$ cat config.mk
export PLATFORM = sky130hd
export DESIGN_NAME = alu_seq
export DESIGN_NICKNAME = d
export VERILOG_FILES = /design/src/rtl/alu_seq_pkg.sv /design/src/rtl/alu_seq_iter.sv /design/src/rtl/alu_seq.sv
export SDC_FILE = /design/constraint.sdc
export NUM_CORES = 1
export LEC_CHECK = 0
export ABC_AREA = 0
export CAP_MARGIN = 10
export CORE_AREA = 2 2 174 176
export CTS_CLUSTER_SIZE = 14
export DETAILED_ROUTE_END_ITERATION = 10
export DIE_AREA = 0 0 176 178
export DONT_BUFFER_PORTS = 1
export HOLD_SLACK_MARGIN = 0.06
export PLACE_DENSITY = 0.55
export SETUP_SLACK_MARGIN = 0.02
export SLEW_MARGIN = 15
export SYNTH_ARGS = -nofsm -noshare
export SYNTH_HDL_FRONTEND = slang
export SYNTH_SLANG_ARGS = --single-unit
export TNS_END_PERCENT = 100
$ cat constraint.sdc
create_clock -name clk -period 4.9 [get_ports clk]
set_clock_uncertainty 0.2 [all_clocks]
set_input_delay 0.245 -clock clk [delete_from_list [all_inputs] [get_ports clk]]
set_output_delay 0.245 -clock clk [all_outputs]
set_load 0.02 [all_outputs]
$ cat src/rtl/alu_seq_pkg.sv
// Shared types and constants for the sequential ALU (alu_seq).
// The divider datapath is only built when ALU_SEQ_DIV_EN is defined.
package alu_seq_pkg;

  typedef enum logic [3:0] {
    OP_ADD  = 4'b0000,
    OP_SUB  = 4'b0001,
    OP_AND  = 4'b0010,
    OP_ORR  = 4'b0011,
    OP_EOR  = 4'b0100,
    OP_ADC  = 4'b0101,
    OP_SBC  = 4'b0110,
    OP_BIC  = 4'b0111,
    OP_MUL  = 4'b1000,
    OP_UDIV = 4'b1001
  } alu_op_e;

  typedef enum logic [1:0] {
    IDLE = 2'd0,
    BUSY = 2'd1,
    DONE = 2'd2
  } state_e;

  // Bit positions inside the {N,Z,C,V} flag vector
  localparam int FLAG_N = 3;
  localparam int FLAG_Z = 2;
  localparam int FLAG_C = 1;
  localparam int FLAG_V = 0;

endpackage

$ cat src/rtl/alu_seq_iter.sv
// Iterative datapath: shift-add multiply and restoring unsigned divide.
// One iteration per step_i; result_o is the value the register set would
// hold after the current step, so the caller can capture it on the last one.
// The divide half exists only when ALU_SEQ_DIV_EN is defined.
module alu_iter
  import alu_seq_pkg::*;
#(
  parameter int WIDTH = 32
) (
  input  logic             clk,
  input  logic             rst_n,
  input  logic             start_i,
  input  logic             step_i,
  input  logic             op_div_i,
  input  logic [WIDTH-1:0] a_i,
  input  logic [WIDTH-1:0] b_i,
  output logic [WIDTH-1:0] result_o
);

  // acc: product accumulator / partial remainder
  // opb: multiplier (shifted right) / dividend-then-quotient (shifted left)
  // opc: multiplicand (shifted left) / divisor (constant)
  logic [WIDTH-1:0] acc_q, acc_d;
  logic [WIDTH-1:0] opb_q, opb_d;
  logic [WIDTH-1:0] opc_q, opc_d;
  logic [WIDTH-1:0] mul_acc_s;
  logic             div_sel_s;
  logic             load_div_s;
  logic [WIDTH-1:0] rem_s;
  logic [WIDTH-1:0] quot_s;

`ifdef ALU_SEQ_DIV_EN
  logic             div_q;
  logic [WIDTH:0]   shifted_s;
  logic [WIDTH:0]   trial_s;

  assign div_sel_s  = div_q;
  assign load_div_s = op_div_i;

  // Restoring divide step: shift {rem,quot} left, keep the trial difference if it did not go negative
  always_comb begin
    shifted_s = {acc_q, opb_q[WIDTH-1]};
    trial_s   = shifted_s - {1'b0, opc_q};
    if (trial_s[WIDTH] == 1'b0) begin
      rem_s  = trial_s[WIDTH-1:0];
      quot_s = {opb_q[WIDTH-2:0], 1'b1};
    end else begin
      rem_s  = shifted_s[WIDTH-1:0];
      quot_s = {opb_q[WIDTH-2:0], 1'b0};
    end
  end

  // Remember which operation the loaded operands belong to
  always_ff @(posedge clk or negedge rst_n) begin
    if (!rst_n) begin
      div_q <= 1'b0;
    end else if (start_i) begin
      div_q <= op_div_i;
    end else begin
      div_q <= div_q;
    end
  end
`else
  logic unused_div_s;

  assign unused_div_s = op_div_i;
  assign div_sel_s    = 1'b0;
  assign load_div_s   = 1'b0;
  assign rem_s        = '0;
  assign quot_s       = '0;
`endif

  // Shift-add multiply step: add the multiplicand when the current multiplier bit is set
  always_comb begin
    mul_acc_s = acc_q + (opb_q[0] ? opc_q : '0);
  end

  // Next-state selection: load on start, iterate on step, otherwise hold
  always_comb begin
    acc_d = acc_q;
    opb_d = opb_q;
    opc_d = opc_q;
    if (start_i) begin
      acc_d = '0;
      opb_d = load_div_s ? a_i : b_i;
      opc_d = load_div_s ? b_i : a_i;
    end else if (step_i) begin
      if (div_sel_s) begin
        acc_d = rem_s;
        opb_d = quot_s;
        opc_d = opc_q;
      end else begin
        acc_d = mul_acc_s;
        opb_d = {1'b0, opb_q[WIDTH-1:1]};
        opc_d = {opc_q[WIDTH-2:0], 1'b0};
      end
    end else begin
      acc_d = acc_q;
    end
    result_o = div_sel_s ? quot_s : mul_acc_s;
  end

  // Iteration registers
  always_ff @(posedge clk or negedge rst_n) begin
    if (!rst_n) begin
      acc_q <= '0;
      opb_q <= '0;
      opc_q <= '0;
    end else begin
      acc_q <= acc_d;
      opb_q <= opb_d;
      opc_q <= opc_d;
    end
  end

endmodule

$ cat src/rtl/alu_seq.sv
// Handshaked sequential ALU: ARM data-processing ops with NZCV flags in one
// cycle, MUL (and UDIV when ALU_SEQ_DIV_EN is defined) over WIDTH cycles.
// Holds one operation at a time; the result stays put until out_ready.
module alu_seq
  import alu_seq_pkg::*;
#(
  parameter int WIDTH = 32
) (
  input  logic             clk,
  input  logic             reset_n,
  input  logic             in_valid,
  output logic             in_ready,
  input  logic [3:0]       ALUControl,
  input  logic             carry_in,
  input  logic [WIDTH-1:0] SrcA,
  input  logic [WIDTH-1:0] SrcB,
  output logic             out_valid,
  input  logic             out_ready,
  output logic [WIDTH-1:0] ALUResult,
  output logic [3:0]       ALUFlags,
  output logic             busy
);

  localparam int CNT_W = $clog2(WIDTH + 1);

  state_e           state_q, state_d;
  logic [CNT_W-1:0] cnt_q, cnt_d;
  logic [WIDTH-1:0] result_q, result_d;
  logic [3:0]       flags_q, flags_d;
  logic             init_q;

  logic             start_s, step_s, is_iter_s;
  logic [WIDTH-1:0] iter_res_s;
  logic [WIDTH-1:0] alu_res_s;
  logic [3:0]       alu_flags_s;
  logic [WIDTH:0]   sum_s;
  logic [WIDTH-1:0] opb_s;
  logic             cin_s;
  logic             arith_s;

  function automatic logic [3:0] nz_flags(input logic [WIDTH-1:0] res);
    nz_flags         = 4'b0000;
    nz_flags[FLAG_N] = res[WIDTH-1];
    nz_flags[FLAG_Z] = (res == '0);
  endfunction

  // A zero divisor (or a build without the divider) takes the single-cycle path
`ifdef ALU_SEQ_DIV_EN
  assign is_iter_s = (ALUControl == OP_MUL) ||
                     ((ALUControl == OP_UDIV) && (SrcB != '0));
`else
  assign is_iter_s = (ALUControl == OP_MUL);
`endif

  // Single-cycle result and flags; add/sub family shares one WIDTH+1 bit adder
  always_comb begin
    opb_s   = SrcB;
    cin_s   = 1'b0;
    arith_s = 1'b0;
    case (ALUControl)
      OP_ADD:  arith_s = 1'b1;
      OP_SUB:  begin opb_s = ~SrcB; cin_s = 1'b1;     arith_s = 1'b1; end
      OP_ADC:  begin cin_s = carry_in;                arith_s = 1'b1; end
      OP_SBC:  begin opb_s = ~SrcB; cin_s = carry_in; arith_s = 1'b1; end
      default: arith_s = 1'b0;
    endcase
    sum_s = {1'b0, SrcA} + {1'b0, opb_s} + {{WIDTH{1'b0}}, cin_s};
    case (ALUControl)
      OP_ADD, OP_SUB, OP_ADC, OP_SBC: alu_res_s = sum_s[WIDTH-1:0];
      OP_AND:  alu_res_s = SrcA & SrcB;
      OP_ORR:  alu_res_s = SrcA | SrcB;
      OP_EOR:  alu_res_s = SrcA ^ SrcB;
      OP_BIC:  alu_res_s = SrcA & ~SrcB;
      default: alu_res_s = '0;
    endcase
    alu_flags_s         = nz_flags(alu_res_s);
    alu_flags_s[FLAG_C] = arith_s & sum_s[WIDTH];
    alu_flags_s[FLAG_V] = arith_s & (SrcA[WIDTH-1] == opb_s[WIDTH-1]) &
                          (sum_s[WIDTH-1] != SrcA[WIDTH-1]);
  end

  // FSM next state, counter and result capture
  always_comb begin
    state_d  = state_q;
    cnt_d    = cnt_q;
    result_d = result_q;
    flags_d  = flags_q;
    start_s  = 1'b0;
    step_s   = 1'b0;
    case (state_q)
      IDLE: begin
        if (in_valid && init_q) begin
          if (is_iter_s) begin
            start_s = 1'b1;
            cnt_d   = CNT_W'(WIDTH);
            state_d = BUSY;
          end else begin
            result_d = alu_res_s;
            flags_d  = alu_flags_s;
            state_d  = DONE;
          end
        end else begin
          state_d = IDLE;
        end
      end
      BUSY: begin
        step_s = 1'b1;
        cnt_d  = cnt_q - CNT_W'(1'b1);
        if (cnt_q == CNT_W'(1'b1)) begin
          result_d = iter_res_s;
          flags_d  = nz_flags(iter_res_s);
          state_d  = DONE;
        end else begin
          state_d = BUSY;
        end
      end
      DONE: begin
        if (out_ready) begin
          state_d = IDLE;
        end else begin
          state_d = DONE;
        end
      end
      default: state_d = IDLE;
    endcase
  end

  // State, counter and result registers; init_q keeps in_ready low until the first clock after reset
  always_ff @(posedge clk or negedge reset_n) begin
    if (!reset_n) begin
      state_q  <= IDLE;
      cnt_q    <= '0;
      result_q <= '0;
      flags_q  <= 4'b0000;
      init_q   <= 1'b0;
    end else begin
      state_q  <= state_d;
      cnt_q    <= cnt_d;
      result_q <= result_d;
      flags_q  <= flags_d;
      init_q   <= 1'b1;
    end
  end

  alu_iter #(.WIDTH(WIDTH)) u_iter (
    .clk      (clk),
    .rst_n    (reset_n),
    .start_i  (start_s),
    .step_i   (step_s),
    .op_div_i (ALUControl == OP_UDIV),
    .a_i      (SrcA),
    .b_i      (SrcB),
    .result_o (iter_res_s)
  );

  assign in_ready  = init_q && (state_q == IDLE);
  assign out_valid = (state_q == DONE);
  assign busy      = (state_q == BUSY);
  assign ALUResult = result_q;
  assign ALUFlags  = flags_q;

endmodule
# ---- Word-level counts from Yosys, hierarchy flattened
# Cells that the tools add are included.
# W data, S select, Z words.
dict set report word_totals {
  regBits 141
  latchBits 0
  ram_bits 0
  mem_bits_ro 0
  in_bits 73
  memories 0
}
dict set report op_classes {
  addsub 4
  n_mul 0
  n_div 0
  n_lt_le_gt_ge 0
  eq_ne 17
  shifts 0
  muxes 31
  bitwise_logic 8
  reduce_logical 13
}
# op count
set ops {}
lappend ops {{$mux W32} 11}
lappend ops {{$pmux W32 S5} 1}
lappend ops {{$and A32 B32 Y32} 2}
lappend ops {{$logic_not A32 Y1} 2}
lappend ops {{$pmux W32 S2} 1}
lappend ops {{$add A32 B32 Y33} 1}
lappend ops {{$add A33 B1 Y33} 1}
lappend ops {{$add A32 B32 Y32} 1}
lappend ops {{$not A32 Y32} 1}
lappend ops {{$or A32 B32 Y32} 1}
lappend ops {{$xor A32 B32 Y32} 1}
lappend ops {{$eq A4 B3 Y1 const B} 4}
lappend ops {{$mux W4} 3}
lappend ops {{$mux W6} 2}
lappend ops {{$pmux W6 S2} 1}
lappend ops {{$eq A4 B2 Y1 const B} 2}
lappend ops {{$mux W2} 4}
lappend ops {{$pmux W4 S2} 1}
lappend ops {{$eq A6 B1 Y1 const B} 1}
lappend ops {{$ne A2 B2 Y1 const B} 3}
lappend ops {{$pmux W2 S3} 1}
lappend ops {{$sub A6 B1 Y6 const B} 1}
lappend ops {{$mux W1} 5}
lappend ops {{$eq A4 B1 Y1 const B} 1}
lappend ops {{16 further kinds} 21}

# ---- Longest topological paths before layout
# Gate-level depths: netlist of the first run.
dict set report logic_depth {
  ltp_word 10
  depth_mapped 20
}

# ---- By module
# Synthesis of the first run repeated with hierarchy kept, for this count alone.
dict set report unflattened {
  hier_cells 1564
  area_unflattened_um2 12708.4
}
# mod instances cells_per_inst area_each_um2
set modules_own_cells {}
lappend modules_own_cells {alu_seq 1 856 6389.9}
lappend modules_own_cells {alu_iter 1 708 6318.6}

# ---- Worst setup path after synthesis of the first run
# OpenSTA, ideal clock, no wires.
dict set report synth_timing {
  kind {input to register}
  startpoint {in ALUControl[2]}
  endpoint {reg flags_q[2] (netlist: ALUFlags[2])}
  t_arrival_ps 4052
  t_required_ps 4620
  slack_ps 568
  stages 20
  path_cell_list {buf_2 inv_1 nor2_1 a21oi_1 nor2_1 clkbuf_1 xnor2_1 ha_1 buf_2 o211ai_1 a21oi_1 o2111ai_4 a2111oi_2 nor2_2 xnor2_1 a2111oi_2 nand4_1 nor4_2 nand3_1 o211ai_2}
}
dict set report synth_via {
  elab_chain_len 10
  word_cells_on_any_way 23
  classes_between {2 x add/sub; 9 x eq/ne; 6 x mux; 6 x reduce/logical}
}
# element line
set synth_rtl {}
lappend synth_rtl {{start: declaration} alu_seq.sv:13} ;# input logic [3:0] ALUControl,
lappend synth_rtl {{$eq A4 B1 Y1 / $eq A4 B3 Y1 (equally long branches)} {alu_seq.sv:60, alu_seq.sv:68}}
lappend synth_rtl {{$reduce_or A2 Y1 (no source line)} n/a}
lappend synth_rtl {{$mux W32} n/a}
lappend synth_rtl {{$add A32 B32 Y33} alu_seq.sv:67} ;# sum_s = {1'b0, SrcA} + {1'b0, opb_s} + {{WIDTH{1'b0}}, cin_s};
lappend synth_rtl {{$add A33 B1 Y33} alu_seq.sv:67}
lappend synth_rtl {{$pmux W32 S5} alu_seq.sv:68} ;# case (ALUControl)
lappend synth_rtl {{$logic_not A32 Y1} alu_seq.sv:44} ;# nz_flags[FLAG_Z] = (res == '0);
lappend synth_rtl {{$mux W4} alu_seq.sv:93} ;# if (is_iter_s) begin
lappend synth_rtl {{$mux W4} alu_seq.sv:92} ;# if (in_valid && init_q) begin
lappend synth_rtl {{$pmux W4 S2} alu_seq.sv:90} ;# case (state_q)
lappend synth_rtl {{end signal: assignment} alu_seq.sv:140} ;# flags_q <= flags_d;
lappend synth_rtl {{end: declaration} alu_seq.sv:29} ;# logic [3:0] flags_q, flags_d;
# Several ways; a longest one is shown, not always the timed one. The select of a mux whose other input is x is not followed.
# A chain may end at the register's enable or synchronous reset.

# ---- Worst setup path in the final report of the first run
dict set report layout_timing {
  startpoint {reg u_iter.opb_q[0]}
  endpoint {reg result_q[28] (netlist: ALUResult[28])}
}
dict set report layout_via {
  elab_chain_len 4
}
# element line
set layout_rtl {}
lappend layout_rtl {{start: declaration} alu_seq_iter.sv:24} ;# logic [WIDTH-1:0] opb_q, opb_d;
lappend layout_rtl {{start signal: assignment} alu_seq_iter.sv:111} ;# opb_q <= opb_d;
lappend layout_rtl {{$mux W32} alu_seq_iter.sv:75} ;# mul_acc_s = acc_q + (opb_q[0] ? opc_q : '0);
lappend layout_rtl {{$add A32 B32 Y32} alu_seq_iter.sv:75}
lappend layout_rtl {{$mux W32} alu_seq.sv:109} ;# if (cnt_q == CNT_W'(1'b1)) begin
lappend layout_rtl {{$pmux W32 S2} alu_seq.sv:90}
lappend layout_rtl {{end signal: assignment} alu_seq.sv:139} ;# result_q <= result_d;
lappend layout_rtl {{end: declaration} alu_seq.sv:28} ;# logic [WIDTH-1:0] result_q, result_d;
# Every way passes these cells. The select of a mux whose other input is x is not followed.

==> run metrics, run 1 <==
outcome=finished clean; launch instance of the worst register-to-register path=u_iter.opb_q[0]$_DFFE_PN0P_; worst-path cell chain=and2_1 > ha_1 > fa_1 > a211oi_1 > o21ai_0 > nand3_1 > nand2_1 > a41oi_1 > o211ai_1 > o21bai_1 > xor2_1 > nand2_1 > o21ai_0 > o21ai_0; most frequent cells after synthesis=280 x nand2_1, 140 x dfrtp_1, 121 x nor2_1; logic depth of the worst register-to-register path=14; layout filler cell count=2929; share of synthesized registers carrying an async set or reset=1.00; WS Path Type=reg -> reg; commonest register cell after synthesis=dfrtp_1; worst hold path depth=3; effective utilization at floorplan=0.406; worst endpoint required time=4990 ps; delay of the slowest critical-path stage=460 ps; Wirelength per Cell=19.6 um; num rows=63; number of nets in the synthesized netlist=1704; type of element launching the critical path=flip-flop; average cell area after synthesis=7.79 um^2; Die Outline Area=0.0313 mm^2; pwr dens=395 mW/mm^2; number of synthesized register bits=140; clock insertion delay at the later pin of the skew report=440 ps; Die W=176 um; share of synthesized area occupied by flip-flops and latches=0.293; pin count of the biggest net entering global routing=141; count of endpoints failing setup in the final report=0; Slew Viols, Final=0; GR peak layer=met2; number of antenna violations at the first check in global routing=0; cells after synthesis=1532; number of placed I/O pins=112; end of the worst register-to-register path=ALUResult[28]$_DFFE_PN0P_; overall global routing resource usage=0.250; number of sinks handled by clock tree synthesis=140; peak supply drop=0.174 mV; total placed cells including tap cells=1859; static leakage=6.12 nW; synthesis warning total=0; DPL Wire Length=28200 um; grt met3 use=0.0473; count of flip-flops with a built-in enable after synthesis=0; Worst Hold End=ALUResult[0]$_DFFE_PN0P_; achievable frequency=242 MHz; Fin. Hold Viols=0; count of unique library cells instantiated by Yosys=83; Clock transition at path regs=60 ps; vias in the first global route=10899; Starting DRT DRC Count=867; clk buf depth=2; Antenna Violating Nets Remaining=0; TritonCTS Buffers=17; final-layout setup total negative slack=0 ps; normalized max-slew margin=0.205; met2 capacity usage during global routing=0.377; most instantiated library cell after synthesis=nand2_1; drt total wl=38300 um; share of post-route cells with drive strength above 1=0.0593; worst hold path type=in -> reg; min-delay src=SrcA[0]; area overhead of the layout relative to synthesis=12.7%; number of buffer cells added on primary ports=0; first-pass GRT wire length=61400 um; CP most frequent cell=o21ai_0; total congestion overflow after global routing=0; max_cap viols=0; standard cell core area=0.0294 mm^2; final weighted congestion in routability-driven placement=0.927; type of element capturing the critical path=flip-flop; top post-synthesis cells by area=dfrtp_1 29%, ha_1 10%, nand2_1 8.8%; CTS root buffer=clkbuf_16; largest fanout of any net on the critical path=6; via count normalized by instance count=5.70; Tmin final=4130 ps; Yosys top cell area share=0.293; total via count after detailed routing=11151; count of non-filler cells in the finished layout=1958; # Post-CTS Setup Buffers=0; library cell occupying the most area in the post-synthesis netlist=dfrtp_1; CP Data Arrival Time=4210 ps; number of optimization iterations in the first detailed-route pass=5; die span in y=178 um; slowest library cell on the worst path=fa_1; share of the cycle needed by the critical path after routing=0.842; RSZ-0062 raised after global routing=no; met1 track demand over resource in global routing=0.369; post-detailed-route DRC marker count=0; diode insertion count for antenna repair=0; actual transition at the worst max-transition pin=1190 ps; number of H-tree levels=4; TritonCTS clock tree=built; worst reg-to-reg setup slack=770 ps; Final nets=1728; summed instance area of the synthesized netlist=0.0119 mm^2
[flip-flops by register name, summed over array words and instances (netlist names)]
register / cells
u_iter.acc_q: 32
init_q: 1
cnt_q: 6
state_q: 2
u_iter.opc_q: 32
u_iter.opb_q: 32
ALUFlags: 3
ALUResult: 32
[layout make-up]
class / count / area, um^2 / share of cell area
timing repair buffer: 87 / 853 / 0.0634
tap: 390 / 488 / 0.0363
sequential: 140 / 3500 / 0.260
multi-input combinational: 1227 / 7770 / 0.577
clock inverter: 13 / 93.8 / 0.00697
clock buffer: 18 / 439 / 0.0326
inverter: 83 / 313 / 0.0232
[metrics by stage]
step	setup slack, ps	total power [mW]	hold WS, ps	utilization	instance area [um^2]
final	775	5.31	76.5	0.458	13500
after global routing	398	5.72	64.0	0.458	13500
after CTS	785	5.32	60.0	0.458	13500
after detailed placement	478	4.01	-248	0.416	12200
after global placement	490	3.98	-247	0.416	12200
after floorplan	568	3.51	-251	-	11900
[routing by layer]
metal | wire length [um] | share of wire | vias to the layer above
li1 | - | - | 5459
met1 | 18700 | 0.49 | 5325
met2 | 16500 | 0.43 | 333
met3 | 2540 | 0.066 | 34
met4 | 533 | 0.014 | 0
met5 | 0 | 0 | -
[cell usage in the layout, fill, tap and decap left out, drive strengths merged, types with 14 or more instances in the layout]
cell type	n
a21o	24
a21oi	121
a22oi	33
a31oi	47
and2	36
buf	20
clkbuf	18
dfrtp	140
dlygate4sd3	67
ha	96
inv	84
nand2	280
nand2b	14
nand3	39
nor2	122
nor3	17
o21ai	112
xnor2	78
xor2	18
[cells by family (layout without fill, tap and decap cells)]
| family | after synthesis | in the layout | synth area share |
|---|---|---|---|
| AO/OA/AOI/OAI | 446 | 446 | 0.242 |
| XOR/XNOR | 96 | 96 | 0.0704 |
| adder cells (fa/ha/maj) | 99 | 99 | 0.106 |
| buffers and inverters | 165 | 201 | 0.0593 |
| flip-flops | 140 | 140 | 0.293 |
| multiplexers | 14 | 14 | 0.0126 |
| other | 1 | 1 | 0.000314 |
| AND/OR/NAND/NOR | 571 | 571 | 0.216 |
[worst max path at each step]
stage	start	endpoint	slack, ps	cells after the start
2_1_floorplan	ALUControl[2]	ALUFlags[2]$_DFFE_PN0P_	570	20
3_3_place_gp	ALUControl[1]	ALUFlags[2]$_DFFE_PN0P_	490	17
3_5_place_dp	ALUControl[2]	ALUFlags[2]$_DFFE_PN0P_	480	18
4_1_cts	SrcB[0]	ALUFlags[2]$_DFFE_PN0P_	790	17
5_1_grt	SrcB[0]	ALUFlags[2]$_DFFE_PN0P_	400	17
6_report	u_iter.opb_q[0]$_DFFE_PN0P_	ALUResult[28]$_DFFE_PN0P_	770	14
[power breakdown]
| part | internal (mW) | switching (mW) | leakage (nW) |
|---|---|---|---|
| logic | 0.851 | 1.21 | 4.06 |
| clock network | 0.657 | 0.559 | 0.254 |
| registers | 1.60 | 0.431 | 1.80 |
[repair_timing]
action | 4_1_cts | 5_1_grt
resized for setup | 0 | 0
endpoints found under the hold margin | 208 | 0
endpoints found under the setup margin | 0 | 0
hold buffers | 68 | 0
[critical path: cells and delay by family, from the launching register on]
family,cells,cell delay [ps]
compound gates,7,1720
xor+xnor,1,360
flops,1,420
simple gates,4,570
fa+ha+maj,2,700
Note: power is estimated with default switching activity, not from simulation.
==> run 2: changes to the inputs <==
- PLACE_DENSITY: 0.55 -> 0.57
- clock period: 4.9 -> 3.6 ns (I/O delays scaled with it)
==> run 2 against run 1 <==
Net effect: the flow now finishes with violations (negative hold slack, negative setup slack); maximum frequency grew 9.5%; sequential share of layout area is 2.8 points lower; total power rose by 55%.
==> run metrics, run 2 (synthesis results as in run 1) <==
outcome=complete, but fails checks; violations in the final reports=negative hold slack, negative setup slack; type of element capturing the critical path=flip-flop; total congestion overflow after global routing=0 (unchanged); CP Data Arrival Time=3930 ps (-280 ps); WS Path Type=reg -> reg; final weighted congestion in routability-driven placement=0.935 (+0.88%); power consumption=8.22 mW (+55%); number of placed I/O pins=112 (unchanged); number of buffer cells added on primary ports=0 (unchanged); Die W=176 um (unchanged); effective utilization at floorplan=0.406 (unchanged); Slew Viols, Final=0 (unchanged); clock insertion delay at the later pin of the skew report=440 ps (about the same); pwr dens=544 mW/mm^2 (+38%); normalized max-slew margin=0.285 (+0.0797); commonest cells after routing, fill and taps aside=278 x nand2_1, 201 x buf_4, 140 x dfrtp_1; number of sinks handled by clock tree synthesis=140 (unchanged); num rows=63 (unchanged); Final nets=1911 (+11%); clk buf depth=2 (unchanged); worst reg-to-reg setup slack=-170 ps (-940 ps); layout filler cell count=2852 (-2.6%); Antenna Violating Nets Remaining=0 (unchanged); Wirelength per Cell=18.6 um (-5.1%); drt total wl=39800 um (+3.8%); number of antenna violations at the first check in global routing=0 (unchanged); first-pass GRT wire length=63200 um (+2.9%); peak supply drop=0.309 mV (+77%); worst endpoint required time=3760 ps (-1230 ps); share of the cycle needed by the critical path after routing=1.05 (+0.205); vias in the first global route=11325 (+3.9%); number of optimization iterations in the first detailed-route pass=7 (+2); largest fanout of any net on the critical path=4 (-2); TritonCTS Buffers=17 (unchanged); diode insertion count for antenna repair=0 (unchanged); Worst Hold Slack=-768 ps (-844 ps); Clock transition at path regs=70 ps (about the same); actual transition at the worst max-transition pin=1070 ps (-119 ps); Multi-input gate area=0.00802 mm^2 (+3.2%); via count normalized by instance count=5.52 (-3.0%); area used by sequential logic in the layout=0.00350 mm^2 (unchanged); area overhead of the layout relative to synthesis=26.6%; Fin. Hold Viols=140 (+140); standard cell core area=0.0294 mm^2 (unchanged); total via count after detailed routing=11834 (+6.1%); RSZ-0062 raised after global routing=yes; max_cap viols=0 (unchanged); worst hold path type=in -> async; commonest non-fill, non-tap cell in the layout=nand2_1; Tmin final=3770 ps (-357 ps); pin count of the biggest net entering global routing=141 (unchanged); hold bufs inserted after CTS=67 (-1.5%); post-detailed-route DRC marker count=0 (unchanged); Starting DRT DRC Count=909 (+4.8%); type of element launching the critical path=flip-flop; share of post-route cells with drive strength above 1=0.182 (+0.123); count of endpoints failing setup in the final report=1 (+1); DPL Wire Length=29400 um (+4.3%); CTS root buffer=clkbuf_16; Die Outline Area=0.0313 mm^2 (unchanged); final worst slack=-169 ps (-943 ps); static leakage=7.11 nW (+16%); TritonCTS clock tree=built; number of H-tree levels=4 (unchanged); achievable frequency=265 MHz (+9.5%); die span in y=178 um (unchanged); overall global routing resource usage=0.256 (+0.00638)
[run 2: path summary, 6_finish.rpt]
path	startpoint	end	cells after the start
worst max-delay path	u_iter.opb_q[0]$_DFFE_PN0P_	ALUFlags[2]$_DFFE_PN0P_	15
worst min-delay path	reset_n	u_iter.opb_q[3]$_DFFE_PN0P_	0
worst max register to register	u_iter.opb_q[0]$_DFFE_PN0P_	ALUFlags[2]$_DFFE_PN0P_	15
worst min register to register	u_iter.opb_q[21]$_DFFE_PN0P_	u_iter.opb_q[21]$_DFFE_PN0P_	2
max in group asynchronous	reset_n	ALUResult[29]$_DFFE_PN0P_	0
min in group clk	ALUControl[2]	cnt_q[0]$_DFFE_PN0P_	5
[run 2: report_power, final]
part | internal (mW) | switching [mW] | total [mW]
clock network | 1.03 | 0.780 | 1.81
registers | 2.18 | 0.578 | 2.76
logic | 1.81 | 1.85 | 3.65
total | 5.02 | 3.20 | 8.22
[run 2: per-layer routing]
layer | vias up | global-route usage | part of all wire
met5 | - | 0 | 0
met4 | 0 | 0.0482 | 0.012
met3 | 37 | 0.0482 | 0.070
met2 | 346 | 0.387 | 0.43
met1 | 5638 | 0.382 | 0.49
li1 | 5813 | - | -
[run 2: layout make-up]
type                    count  share of cell area
multi-input cells        1227               0.531
flip-flops and latches    140               0.232
repair buffers            270               0.146
well taps                 390              0.0323
clock buffers              17              0.0281
inverters                  83              0.0207
clock inverters            15              0.0106
[run 2: metrics by stage]
step	area, um^2	utilization	worst slack (ps)	TNS, ps	instances
after floorplan	12000	-	-149	-149	1532
after global placement	13500	0.460	-403	-3660	2026
after detailed placement	13500	0.460	-497	-4770	2026
after CTS	14900	0.507	-85.3	-85.3	2130
after global routing	15100	0.514	-345	-579	2142
final	15100	0.514	-169	-169	2142
[run 2: timing repair]
action                     4_1_cts  5_1_grt
hold endpoints to repair       211      140
setup endpoints to repair       15       20
setup buffers                    5       12
gates resized for setup         14       41
pin swaps                       15       22
[run 2: worst max-delay path, stage by stage (launching register included)]
cell	delay, ps
dfrtp_1	410
and2_1	170
ha_2	200
fa_2	380
a211oi_4	270
o21bai_2	120
a221oi_2	290
xor2_1	210
and4_1	250
nand4_1	120
nor4b_2	250
buf_4	160
nand4bb_1	130
nor4b_2	240
nand4b_1	140
o211ai_2	150
